File: src/rtl/riscv_definitions.sv
// Shared RISC-V pipeline types used across stages.
// Adds the LSU controller state and the store byte-strobe helper.
package riscv_definitions;

  typedef logic [31:0] dataBus_t;

  typedef enum logic [2:0] {
    MEM_BYTE   = 3'd0,
    MEM_HALF   = 3'd1,
    MEM_WORD   = 3'd2,
    MEM_BYTE_U = 3'd3,
    MEM_HALF_U = 3'd4
  } memAccessType_t;

  typedef enum logic [1:0] {
    LSU_IDLE,
    LSU_REQ,
    LSU_WAIT_RESP,
    LSU_DONE
  } lsuState_t;

  localparam int LSU_TIMEOUT_DEFAULT = 16;

  function automatic logic [3:0] memStrobe(
    input memAccessType_t acc,
    input logic [1:0]     off
  );
    logic [3:0] s;
    s = 4'b0000;
    unique case (1'b1)
      (acc == MEM_BYTE) || (acc == MEM_BYTE_U): s = 4'b0001 << off;
      (acc == MEM_HALF) || (acc == MEM_HALF_U): s = 4'b0011 << off;
      (acc == MEM_WORD):                        s = 4'b1111;
      default:                                  s = 4'b0000;
    endcase
    return s;
  endfunction

endpackage

File: src/rtl/riscv_lsu_load_align.sv
// Load data lane select and sign/zero extension.
// Purely combinational; fed by the registered access and address.
module riscv_lsu_load_align
  import riscv_definitions::*;
(
  input  memAccessType_t access,
  input  logic [1:0]     offset,
  input  dataBus_t       rdata,
  output dataBus_t       data
);

  dataBus_t shifted;

  assign shifted = rdata >> {offset, 3'b000};

  always_comb begin
    data = shifted;
    unique case (1'b1)
      access == MEM_BYTE:   data = {{24{shifted[7]}}, shifted[7:0]};
      access == MEM_BYTE_U: data = {24'h0, shifted[7:0]};
      access == MEM_HALF:   data = {{16{shifted[15]}}, shifted[15:0]};
      access == MEM_HALF_U: data = {16'h0, shifted[15:0]};
      default:              data = shifted;
    endcase
  end

endmodule

File: src/rtl/riscv_lsu_ctrl.sv
// Load/store unit controller: req/gnt/rvalid handshake to data memory,
// store strobes and lane replication, load alignment, error/timeout flags.
module riscv_lsu_ctrl
  import riscv_definitions::*;
#(
  parameter int DATA_WIDTH     = 32,
  parameter int TIMEOUT_CYCLES = LSU_TIMEOUT_DEFAULT,
  parameter int CNT_WIDTH      = 5
) (
  input  logic                  clk,
  input  logic                  rst,
  input  logic                  ex_valid,
  input  logic                  ex_mem_read,
  input  logic                  ex_mem_write,
  input  logic [2:0]            ex_access,
  input  logic [DATA_WIDTH-1:0] ex_addr,
  input  logic [DATA_WIDTH-1:0] ex_wdata,
  output logic                  lsu_busy,
  output logic                  lsu_done,
  output logic                  lsu_err,
  output logic [DATA_WIDTH-1:0] lsu_rdata,
  output logic                  mem_req,
  output logic                  mem_we,
  output logic [DATA_WIDTH-1:0] mem_addr,
  output logic [3:0]            mem_wstrb,
  output logic [DATA_WIDTH-1:0] mem_wdata,
  input  logic                  mem_gnt,
  input  logic                  mem_rvalid,
  input  logic [DATA_WIDTH-1:0] mem_rdata
);

  localparam logic [CNT_WIDTH-1:0] CNT_LAST =
    CNT_WIDTH'(TIMEOUT_CYCLES - 1);

  lsuState_t      state_q, state_d;
  logic [CNT_WIDTH-1:0] cnt_q, cnt_d;
  logic           we_q, we_d;
  memAccessType_t acc_q, acc_d;
  dataBus_t       addr_q, addr_d;
  dataBus_t       wdata_q, wdata_d;
  logic           err_q, err_d;
  dataBus_t       rdata_q, rdata_d;

  dataBus_t       load_data;
  dataBus_t       wdata_rep;
  logic           req_any;
  logic           accept;
  logic           illegal;
  logic           misalign;
  logic           bad;
  logic           timeout;

  riscv_lsu_load_align u_align (
    .access (acc_q),
    .offset (addr_q[1:0]),
    .rdata  (mem_rdata),
    .data   (load_data)
  );

  assign req_any  = ex_mem_read | ex_mem_write;
  assign accept   = (state_q == LSU_IDLE) & ex_valid & req_any;
  assign illegal  = (ex_access > 3'd4) | (ex_mem_read & ex_mem_write);
  assign misalign =
    (((ex_access == MEM_HALF) | (ex_access == MEM_HALF_U)) & ex_addr[0]) |
    ((ex_access == MEM_WORD) & (|ex_addr[1:0]));
  assign bad      = illegal | misalign;
  assign timeout  = (cnt_q == CNT_LAST);

  always_comb begin
    wdata_rep = wdata_q;
    unique case (1'b1)
      (acc_q == MEM_BYTE) || (acc_q == MEM_BYTE_U):
        wdata_rep = {4{wdata_q[7:0]}};
      (acc_q == MEM_HALF) || (acc_q == MEM_HALF_U):
        wdata_rep = {2{wdata_q[15:0]}};
      default:
        wdata_rep = wdata_q;
    endcase
  end

  always_comb begin
    state_d = state_q;
    cnt_d   = cnt_q;
    we_d    = we_q;
    acc_d   = acc_q;
    addr_d  = addr_q;
    wdata_d = wdata_q;
    err_d   = err_q;
    rdata_d = rdata_q;
    unique case (state_q)
      LSU_IDLE: begin
        if (accept) begin
          we_d    = ex_mem_write;
          acc_d   = memAccessType_t'(ex_access);
          addr_d  = ex_addr;
          wdata_d = ex_wdata;
          cnt_d   = '0;
          if (bad) begin
            state_d = LSU_DONE;
            err_d   = 1'b1;
            rdata_d = '0;
          end else begin
            state_d = LSU_REQ;
            err_d   = 1'b0;
          end
        end
      end
      LSU_REQ: begin
        cnt_d = cnt_q + 1'b1;
        if (mem_gnt & we_q) begin
          state_d = LSU_DONE;
          rdata_d = '0;
        end else if (mem_gnt & mem_rvalid) begin
          state_d = LSU_DONE;
          rdata_d = load_data;
        end else if (mem_gnt) begin
          state_d = LSU_WAIT_RESP;
        end else if (timeout) begin
          state_d = LSU_DONE;
          err_d   = 1'b1;
          rdata_d = '0;
        end
      end
      LSU_WAIT_RESP: begin
        cnt_d = cnt_q + 1'b1;
        if (mem_rvalid) begin
          state_d = LSU_DONE;
          rdata_d = load_data;
        end else if (timeout) begin
          state_d = LSU_DONE;
          err_d   = 1'b1;
          rdata_d = '0;
        end
      end
      LSU_DONE: begin
        state_d = LSU_IDLE;
      end
      default: begin
        state_d = LSU_IDLE;
      end
    endcase
  end

  always_ff @(posedge clk or posedge rst) begin
    if (rst) begin
      state_q <= LSU_IDLE;
      cnt_q   <= '0;
      we_q    <= 1'b0;
      acc_q   <= MEM_BYTE;
      addr_q  <= '0;
      wdata_q <= '0;
      err_q   <= 1'b0;
      rdata_q <= '0;
    end else begin
      state_q <= state_d;
      cnt_q   <= cnt_d;
      we_q    <= we_d;
      acc_q   <= acc_d;
      addr_q  <= addr_d;
      wdata_q <= wdata_d;
      err_q   <= err_d;
      rdata_q <= rdata_d;
    end
  end

  // Memory-side outputs are gated so they read 0 outside an active request.
  assign mem_req   = (state_q == LSU_REQ);
  assign mem_we    = mem_req & we_q;
  assign mem_addr  = mem_req ? {addr_q[31:2], 2'b00} : '0;
  assign mem_wstrb = mem_we ? memStrobe(acc_q, addr_q[1:0]) : 4'b0000;
  assign mem_wdata = mem_we ? wdata_rep : '0;

  assign lsu_busy  = (state_q != LSU_IDLE) | (ex_valid & req_any);
  assign lsu_done  = (state_q == LSU_DONE);
  assign lsu_err   = lsu_done & err_q;
  assign lsu_rdata = rdata_q;

endmodule

File: config.mk
export PLATFORM = sky130hd
export DESIGN_NAME = riscv_lsu_ctrl
export DESIGN_NICKNAME = d
export VERILOG_FILES = /design/src/rtl/riscv_definitions.sv /design/src/rtl/riscv_lsu_load_align.sv /design/src/rtl/riscv_lsu_ctrl.sv
export SDC_FILE = /design/constraint.sdc
export NUM_CORES = 1
export LEC_CHECK = 0
export CORE_MARGIN = 2
export CORE_UTILIZATION = 49
export CTS_CLUSTER_SIZE = 25
export DETAILED_ROUTE_END_ITERATION = 16
export GPL_ROUTABILITY_DRIVEN = 0
export PLACE_DENSITY = 0.9
export SLEW_MARGIN = 10
export SYNTH_ARGS = -nofsm -noshare
export SYNTH_HDL_FRONTEND = slang
export SYNTH_HIERARCHICAL = 1
export SYNTH_SLANG_ARGS = --single-unit
File: constraint.sdc
create_clock -name clk -period 7.62 [get_ports clk]
set_input_delay 1.905 -clock clk [delete_from_list [all_inputs] [get_ports clk]]
set_output_delay 1.905 -clock clk [all_outputs]
set_load 0.01 [all_outputs]
Yosys cells after proc, flatten, opt, wreduce, memory -nomap -nowiden
Cells that the tools add are included.
{"block": "totals", "reg_bits": 108, "word_cells": 92}
{"block": "classes", "addsub": 1, "magnitude_cmp": 1, "eq_ne": 18, "shift": 3, "n_mux": 32, "n_bitwise": 16, "reduce_logical": 13}
{"op": "$mux 32", "count": 9}
{"op": "$pmux 32 s4", "count": 1}
{"op": "$pmux 32 s3", "count": 1}
{"op": "$pmux 32 s2", "count": 1}
{"op": "$shr 32x5->32", "count": 1}
{"op": "$mux 2", "count": 7}
{"op": "$ne 2x2->1 const B", "count": 6}
{"op": "$pmux 4 s3", "count": 1}
{"op": "$and 1x1->1", "count": 10}
{"op": "$pmux 5 s2", "count": 1}
{"op": "$eq 3x2->1 const B", "count": 3}
{"op": "$pmux 2 s4", "count": 1}
{"op": "$mux 1", "count": 7}
{"op": "$eq 3x1->1 const B", "count": 2}
{"op": "$eq 3x3->1 const B", "count": 2}
{"op": "$or 1x1->1", "count": 6}
{"op": "$reduce_and 6->1", "count": 1}
{"op": "$add 5x1->5 const B", "count": 1}
{"op": "$eq 5x4->1 const B", "count": 1}
{"op": "$mux 5", "count": 1}
{"op": "$eq 2x2->1 const B", "count": 2}
{"op": "$mux 4", "count": 1}
{"op": "$ne 4x2->1 const B", "count": 1}
{"op": "$reduce_and 2->1", "count": 2}
{"op": "12 further kinds", "count": 15}

Longest topological paths before layout
Gate-level depths: netlist of run 1.
{"block": "depth", "ltp_word": 8, "ltp_mapped": 10, "depth_no_buf": 8}

Cells and area by module
Netlist of run 1, hierarchy kept.
{"mod": "riscv_lsu_ctrl", "instances": 1, "cells_per_inst": 444, "area_each_um2": 5046.1}
{"mod": "riscv_lsu_load_align", "instances": 1, "cells_per_inst": 105, "area_each_um2": 729.4}

Worst setup path before layout of run 1
No wires, ideal clock.
{"block": "synth_timing", "path_type": "input to output", "start": "input ex_mem_write", "end": "output lsu_busy", "arrival_ns": 2.350, "required_time_ns": 5.715, "slack_ns": 3.365, "cell_stages": 3, "n_path_buf": 1, "cell_sequence": "o21ai_1 nand2_1 clkbuf_1"}
{"block": "synth_via", "elab_chain_len": 3}
{"element": "from (decl)", "line": "riscv_lsu_ctrl.sv:14", "source": "input logic ex_mem_write,"}
{"element": "$or 1x1->1", "line": "riscv_lsu_ctrl.sv:60", "source": "assign req_any = ex_mem_read | ex_mem_write;"}
{"element": "$and 1x1->1", "line": "riscv_lsu_ctrl.sv:173", "source": "assign lsu_busy = (state_q != LSU_IDLE) | (ex_valid & req_any);"}
{"element": "$or 1x1->1", "line": "riscv_lsu_ctrl.sv:173"}
{"element": "to (decl)", "line": "riscv_lsu_ctrl.sv:18", "source": "output logic lsu_busy,"}
Every way passes these cells.

Worst setup path in the final report of run 1
Same ends and word-level chain as after synthesis.

==> results.py, run 1 <==
metrics = {
    "worst_setup_path": {
        "worstSetupEndpointType": "output pin",
        "critPathRequiredTime_ns": 5.72,
        "worst-path-max-fanout": 12,
        "cp_slowest_stage_delay_ns": 0.63,
        "crit_arrival_ns": 3.51,
        "path_common_cell": "clkdlybuf4s50_1",
        "startpoint_type": "input port",
        "crit_chain": "clkdlybuf4s50_1 > o21ai_1 > nand2_1 > clkdlybuf4s50_1",
        "path_delay_family": "buffers and inverters",
        "crit_type": "input port to output pin",
        "slowest_stage": "clkdlybuf4s50_1",
        "critPathBufInv": 2,
    },
    "synth": {
        "ys_types": 51,
        "synth_top_family_by_area": "multiplexers",
        "synth_fa_ha_area_frac": 0.0169,
        "synthXorXnorAreaFrac": 0.00152,
        "synth-simple-area-share": 0.136,
        "synth.area.mux_share": 0.170,
        "ys_seq_area_frac": 0.468,
        "yosysTopAreaCell": "dfrtp_1",
        "synth_compound_area_frac": 0.166,
        "avgSynthCellArea_um2": 10.5,
        "synthFlopType": "dfrtp_1",
        "yosysTopAreaCellShare": 0.468,
        "async_reset_ff_frac": 1.00,
        "synth_edf_count": 0,
        "syn_area_mm2": 0.00578,
        "yosys_warnings": 6,
        "syn_inst": 549,
        "synth_area_leaders": "dfrtp_1 (47%), mux2_2 (13%), a22o_1 (4.9%), and2_1 (3.6%), mux2i_1 (3.5%)",
        "synth-seq-cells": 108,
    },
    "final_layout": {
        "most-common-layout-cells": "clkdlybuf4s50_1 (208), dfrtp_1 (108), mux2_2 (68), nand2_1 (49), and2_1 (33)",
        "nets": 849,
        "layout.cells.most_common": "clkdlybuf4s50_1",
        "syn2layout_area_growth_pct": 41.3,
        "fill_cells": 790,
        "diodes": 0,
        "drive_gt1_frac": 0.135,
    },
    "clock_network": {
        "clockBufferDepth": 2,
        "cts_hold_buf": 0,
        "cts_resized": 0,
        "root_buffer": "clkbuf_16",
        "cts_tree": "yes",
        "clock_sinks": 108,
        "clock_latency_ns": 0.36,
        "clk_pin_slew_ns": 0.07,
        "htree_levels": 3,
        "post_cts_buffers": 0,
        "numCtsBuffers": 9,
    },
    "drt": {
        "dr.pass1.iters": 5,
        "drtIter0Drc": 419,
        "via_per_inst": 5.82,
        "wirelength_um": 16800,
        "wl_met3_um": 1390,
        "top_layer": "met4",
        "vias": 5139,
        "drtAntennaViolNets": 0,
        "met1Wirelength_um": 6630,
        "avgRoutedWirePerCell_um": 19.0,
        "drc_errors": 0,
        "wl_met2_um": 8250,
    },
    "timing": {
        "fin_skew_ns": 0.00678,
        "slew_viol_final": 0,
        "fmax_mhz": 185,
        "worst_pin_slew_ns": 0.982,
        "rsz0062_at_grt": "no",
        "hold_viol_final": 0,
        "fin_tns_setup_ns": 0,
        "slew_headroom": 0.346,
        "setup_slack_ns": 2.21,
        "setup_viol": 0,
        "finalCriticalPeriod_ns": 5.41,
        "fin_crit_sh": 0.710,
    },
    "floorplanning": {
        "die_y_um": 113,
        "placementRows": 39,
        "die-area_mm2": 0.0127,
        "core_area_mm2": 0.0115,
        "io_pins": 211,
        "start_util": 0.504,
        "die_w_um": 113,
    },
    "power_and_ir_drop": {
        "p_leak_uw": 0.00353,
        "power_density_mw_per_mm2": 394,
        "ir_worst_vdd_uv": 272,
    },
    "outcome": {
        "status": "complete, no violations",
    },
    "global_routing": {
        "grt_pass1_wl_um": 26600,
        "grt_max_degree": 71,
        "grt_overflow": 0,
        "grt_pass1_vias": 5192,
        "grt_use_total": 0.264,
        "antenna_found_initial": 0,
    },
    "place": {
        "pre_cts_ws_ns": 2.21,
        "place_hpwl_um": 11900,
        "port_buffers": 208,
    },
    "min_path": {
        "hold_path_class": "flop to flop",
    },
    "flow_run": {
        "maxCapViolations": 0,
    },
}
[worst min-delay path, cell delays in order (launching register included)]
cell and delay, ns:
dfrtp_1 0.35, nand2_1 0.04, o21ai_0 0.06
[routing by layer]
layer | vias up | GRT usage
li1 | 2335 | -
met1 | 2509 | 0.330
met2 | 257 | 0.432
met3 | 38 | 0.0767
met4 | 0 | 0.109
met5 | - | 0
[state kept, by name (all words and copies together), names as in the netlist]
| register | flops |
|---|---|
| addr_q | 32 |
| lsu_rdata | 32 |
| err_q | 1 |
| acc_q | 3 |
| cnt_q | 5 |
| state_q | 2 |
| wdata_q | 32 |
| we_q | 1 |
[power breakdown]
| group | total (uW) | switching, uW | leakage [uW] | internal [uW] |
|---|---|---|---|---|
| logic | 1750 | 898 | 0.00205 | 854 |
| registers | 1020 | 198 | 0.00135 | 823 |
| clock network | 445 | 222 | 0.000130 | 223 |
| total | 3220 | 1320 | 0.00353 | 1900 |
[per-stage QoR]
stage | util | instance area, um^2 | hold slack (ns) | std cells | total power (uW)
2_1_floorplan | - | 5780 | 0.450 | 550 | 2120
4_1_cts | 0.712 | 8160 | 0.497 | 883 | 3220
3_5_place_dp | 0.688 | 7890 | 0.481 | 868 | 2760
3_3_place_gp | 0.688 | 7890 | 0.466 | 868 | 2680
5_1_grt | 0.712 | 8160 | 0.510 | 883 | 3420
6_report | 0.712 | 8160 | 0.489 | 883 | 3220
[area by class of cell]
cell class              count  area, um^2  share of cell area
well taps                 143         179              0.0219
flip-flops and latches    108        2700               0.331
multi-input cells         393        2840               0.348
inverters                  10        40.0             0.00491
repair buffers            214        2130               0.261
clock inverters             6        48.8             0.00598
clock buffers               9         225              0.0276
[cells in the mapped netlist (3+ instances only)]
cell and count:
dfrtp_1 108, mux2_2 68, nand2_1 49, and2_1 33
a22o_1 32, a21oi_1 31, o21ai_0 27, nor2_1 22
clkbuf_1 20, mux2i_1 20, inv_1 10, nor2b_1 10
and3_1 9, nand3_1 9, nor3_1 9, o22ai_1 9
a211oi_1 8, a21o_1 8, buf_2 8, ha_1 7
o2bb2ai_1 7, buf_6 5, nand2b_1 4, buf_1 3
buf_4 3
[path summary, 6_finish.rpt]
path                                         from                        end  slack [ns]  cells past startpoint
hold / removal               cnt_q[4]$_DFFE_PP0P_       cnt_q[4]$_DFFE_PP0P_        0.49                      2
min in group asynchronous                     rst  lsu_rdata[28]$_DFFE_PP0P_        1.98                      2
hold reg to reg              cnt_q[4]$_DFFE_PP0P_       cnt_q[4]$_DFFE_PP0P_        0.49                      2
setup / recovery                     ex_mem_write                   lsu_busy        2.21                      4
max in group asynchronous                     rst     wdata_q[0]$_DFFE_PP0P_        4.47                      3
setup reg to reg           state_q[0]$_DFFE_PP0P_  lsu_rdata[10]$_DFFE_PP0P_        5.10                      6
[kinds of logic after synthesis]
| logic type | count (synthesis) |
|---|---|
| adder cells (fa/ha/maj) | 8 |
| other | 1 |
| multiplexers | 89 |
| flip-flops | 108 |
| buffers and inverters | 49 |
| AND/OR/NAND/NOR | 155 |
| XOR/XNOR | 1 |
| AO/OA/AOI/OAI | 138 |
(Power assumes the default switching activity.)
==> inputs of run 2 (changes only) <==
--- a/config.mk
+++ b/config.mk
@@ -6,11 +6,11 @@
 export NUM_CORES = 1
 export LEC_CHECK = 0
 export CORE_MARGIN = 2
-export CORE_UTILIZATION = 49
+export CORE_UTILIZATION = 41
 export CTS_CLUSTER_SIZE = 25
 export DETAILED_ROUTE_END_ITERATION = 16
 export GPL_ROUTABILITY_DRIVEN = 0
-export PLACE_DENSITY = 0.9
+export PLACE_DENSITY = 0.81
 export SLEW_MARGIN = 10
 export SYNTH_ARGS = -nofsm -noshare
 export SYNTH_HDL_FRONTEND = slang
==> constraint.sdc (replaced) <==
create_clock -name clk -period 4.46 [get_ports clk]
set_input_delay 1.115 -clock clk [delete_from_list [all_inputs] [get_ports clk]]
set_output_delay 1.115 -clock clk [all_outputs]
set_load 0.01 [all_outputs]
==> run 2 against run 1 <==
- clock power grew 73%
- combinational power grew 70%
- via count shrank 0.53%
- clock skew is essentially flat
- register-to-register slack lost 3.1 ns
- die area grew 19%
==> results.py, run 2 (synthesis gave the netlist of run 1 again) <==
metrics = {
    "floorplanning": {
        "start_util": 0.418,
        "die-area_mm2": 0.0151,
        "die_y_um": 123,
        "placementRows": 43,
        "io_pins": 211,
        "core_area_mm2": 0.0138,
        "die_w_um": 123,
    },
    "final_layout": {
        "multi_input_area_mm2": 0.00284,
        "fill_cells": 1108,
        "layout.cells.most_common": "clkdlybuf4s50_1",
        "syn2layout_area_growth_pct": 42.8,
        "seqCellArea_mm2": 0.00270,
        "diodes": 0,
        "final_util": 0.596,
        "fin_cells": 923,
        "final_area_mm2": 0.00825,
        "nets": 851,
        "most-common-layout-cells": "clkdlybuf4s50_1 (208), dfrtp_1 (108), mux2_2 (68), nand2_1 (49), and2_1 (33)",
        "drive_gt1_frac": 0.139,
    },
    "clock_network": {
        "clk_pin_slew_ns": 0.07,
        "post_cts_buffers": 0,
        "cts_hold_buf": 0,
        "cts_resized": 0,
        "numCtsBuffers": 9,
        "clock_latency_ns": 0.35,
        "clock_sinks": 108,
        "clockBufferDepth": 2,
        "htree_levels": 3,
        "root_buffer": "clkbuf_16",
        "cts_tree": "yes",
    },
    "timing": {
        "fin_tns_setup_ns": 0,
        "finalCriticalPeriod_ns": 4.01,
        "fmax_mhz": 249,
        "slew_headroom": 0.335,
        "worst_pin_slew_ns": 0.995,
        "hold_viol_final": 0,
        "rsz0062_at_grt": "no",
        "setup_viol": 0,
        "fin_skew_ns": 0.00701,
        "slew_viol_final": 0,
        "fin_crit_sh": 0.900,
    },
    "worst_setup_path": {
        "worstSetupEndpointType": "output pin",
        "critPathRequiredTime_ns": 3.35,
        "crit_chain": "xnor2_1 > or2_2 > nand2_1 > nor2_1 > nor3_1 > clkdlybuf4s50_1",
        "slowest_stage": "clkdlybuf4s50_1",
        "cp-startpoint": "acc_q[0]$_DFFE_PP0P_",
        "timing.rr.start": "state_q[0]$_DFFE_PP0P_",
        "cp_slowest_stage_delay_ns": 0.60,
        "crit_type": "flop to output pin",
        "startpoint_type": "flop",
        "worst-path-max-fanout": 18,
        "crit_arrival_ns": 2.90,
    },
    "power_and_ir_drop": {
        "ir_worst_vdd_uv": 424,
        "power_density_mw_per_mm2": 666,
        "power_switching_uw": 2220,
        "pwr-share-clk": 0.140,
        "p_leak_uw": 0.00355,
        "p_sw_frac": 0.404,
        "cellInternalPower_uw": 3270,
        "seq_power_share": 0.318,
        "pwr-share-comb": 0.542,
    },
    "place": {
        "dp.cells": 907,
        "port_buffers": 208,
        "place_hpwl_um": 11800,
        "post_dp_cell_area_mm2": 0.00796,
    },
    "global_routing": {
        "grt_overflow": 0,
        "grt_pass1_vias": 4918,
        "grt_pass1_wl_um": 25200,
        "grt_max_degree": 59,
        "antenna_found_initial": 0,
        "grt_use_total": 0.214,
    },
    "drt": {
        "drc_errors": 0,
        "avgRoutedWirePerCell_um": 17.8,
        "via_per_inst": 5.54,
        "dr.pass1.iters": 6,
        "vias": 5112,
        "wirelength_um": 16400,
        "drtIter0Drc": 446,
        "drtAntennaViolNets": 0,
    },
    "min_path": {
        "hold_path_class": "flop to flop",
        "hp-start": "addr_q[6]$_DFFE_PP0P_",
    },
    "outcome": {
        "status": "complete, no violations",
    },
    "flow_run": {
        "maxCapViolations": 0,
    },
}
[run 2: cell types whose count changed in the layout (fill, tap and decap cells not counted), sizes merged]
cell and change:
buf +2, clkbuf +1
[run 2: cell type report]
cell class / count / share of cell area
timing repair buffer: 216 / 0.261
clock buffer: 10 / 0.0290
inverter: 10 / 0.00486
tap: 180 / 0.0273
multi-input combinational: 393 / 0.344
clock inverter: 6 / 0.00561
sequential: 108 / 0.328
[run 2: metal layers]
layer  track usage  part of all wire
met1         0.263              0.42
met2         0.358              0.48
met3        0.0530             0.078
met4        0.0869             0.023
met5             0                 0
[run 2: worst paths after layout]
| kind | end | slack [ns] | depth (start not counted) |
|---|---|---|---|
| worst max-delay path | mem_wdata[26] | 0.45 | 6 |
| worst min-delay path | addr_q[6]$_DFFE_PP0P_ | 0.50 | 1 |
| worst max register to register | lsu_rdata[3]$_DFFE_PP0P_ | 2.00 | 6 |
| worst min register to register | addr_q[6]$_DFFE_PP0P_ | 0.50 | 1 |
| max in group asynchronous | state_q[0]$_DFFE_PP0P_ | 2.52 | 3 |
| min in group asynchronous | lsu_rdata[28]$_DFFE_PP0P_ | 1.21 | 2 |
[run 2: worst max-delay path: cells and delay by family, from the launching register on]
family        cells  cell delay (ns)
xor+xnor          1             0.19
flops             1             0.52
buf+inv           1             0.60
simple gates      4             1.23
[run 2: power groups by stage]
stage          logic [uW]  registers [uW]  clock network [uW]
2_1_floorplan        1950            1680                   0
3_3_place_gp         2870            1720                   0
3_5_place_dp         2960            1760                   0
4_1_cts              2970            1740                 794
5_1_grt              3220            1800                 833
6_report             2970            1750                 770
[run 2: metrics by stage]
stage | setup slack (ns) | power (uW) | hold slack (ns)
4_1_cts | 0.472 | 5510 | 0.504
3_3_place_gp | 0.678 | 4590 | 0.471
6_report | 0.446 | 5490 | 0.499
2_1_floorplan | 0.499 | 3630 | 0.450
3_5_place_dp | 0.653 | 4710 | 0.487
5_1_grt | 0.279 | 5850 | 0.519
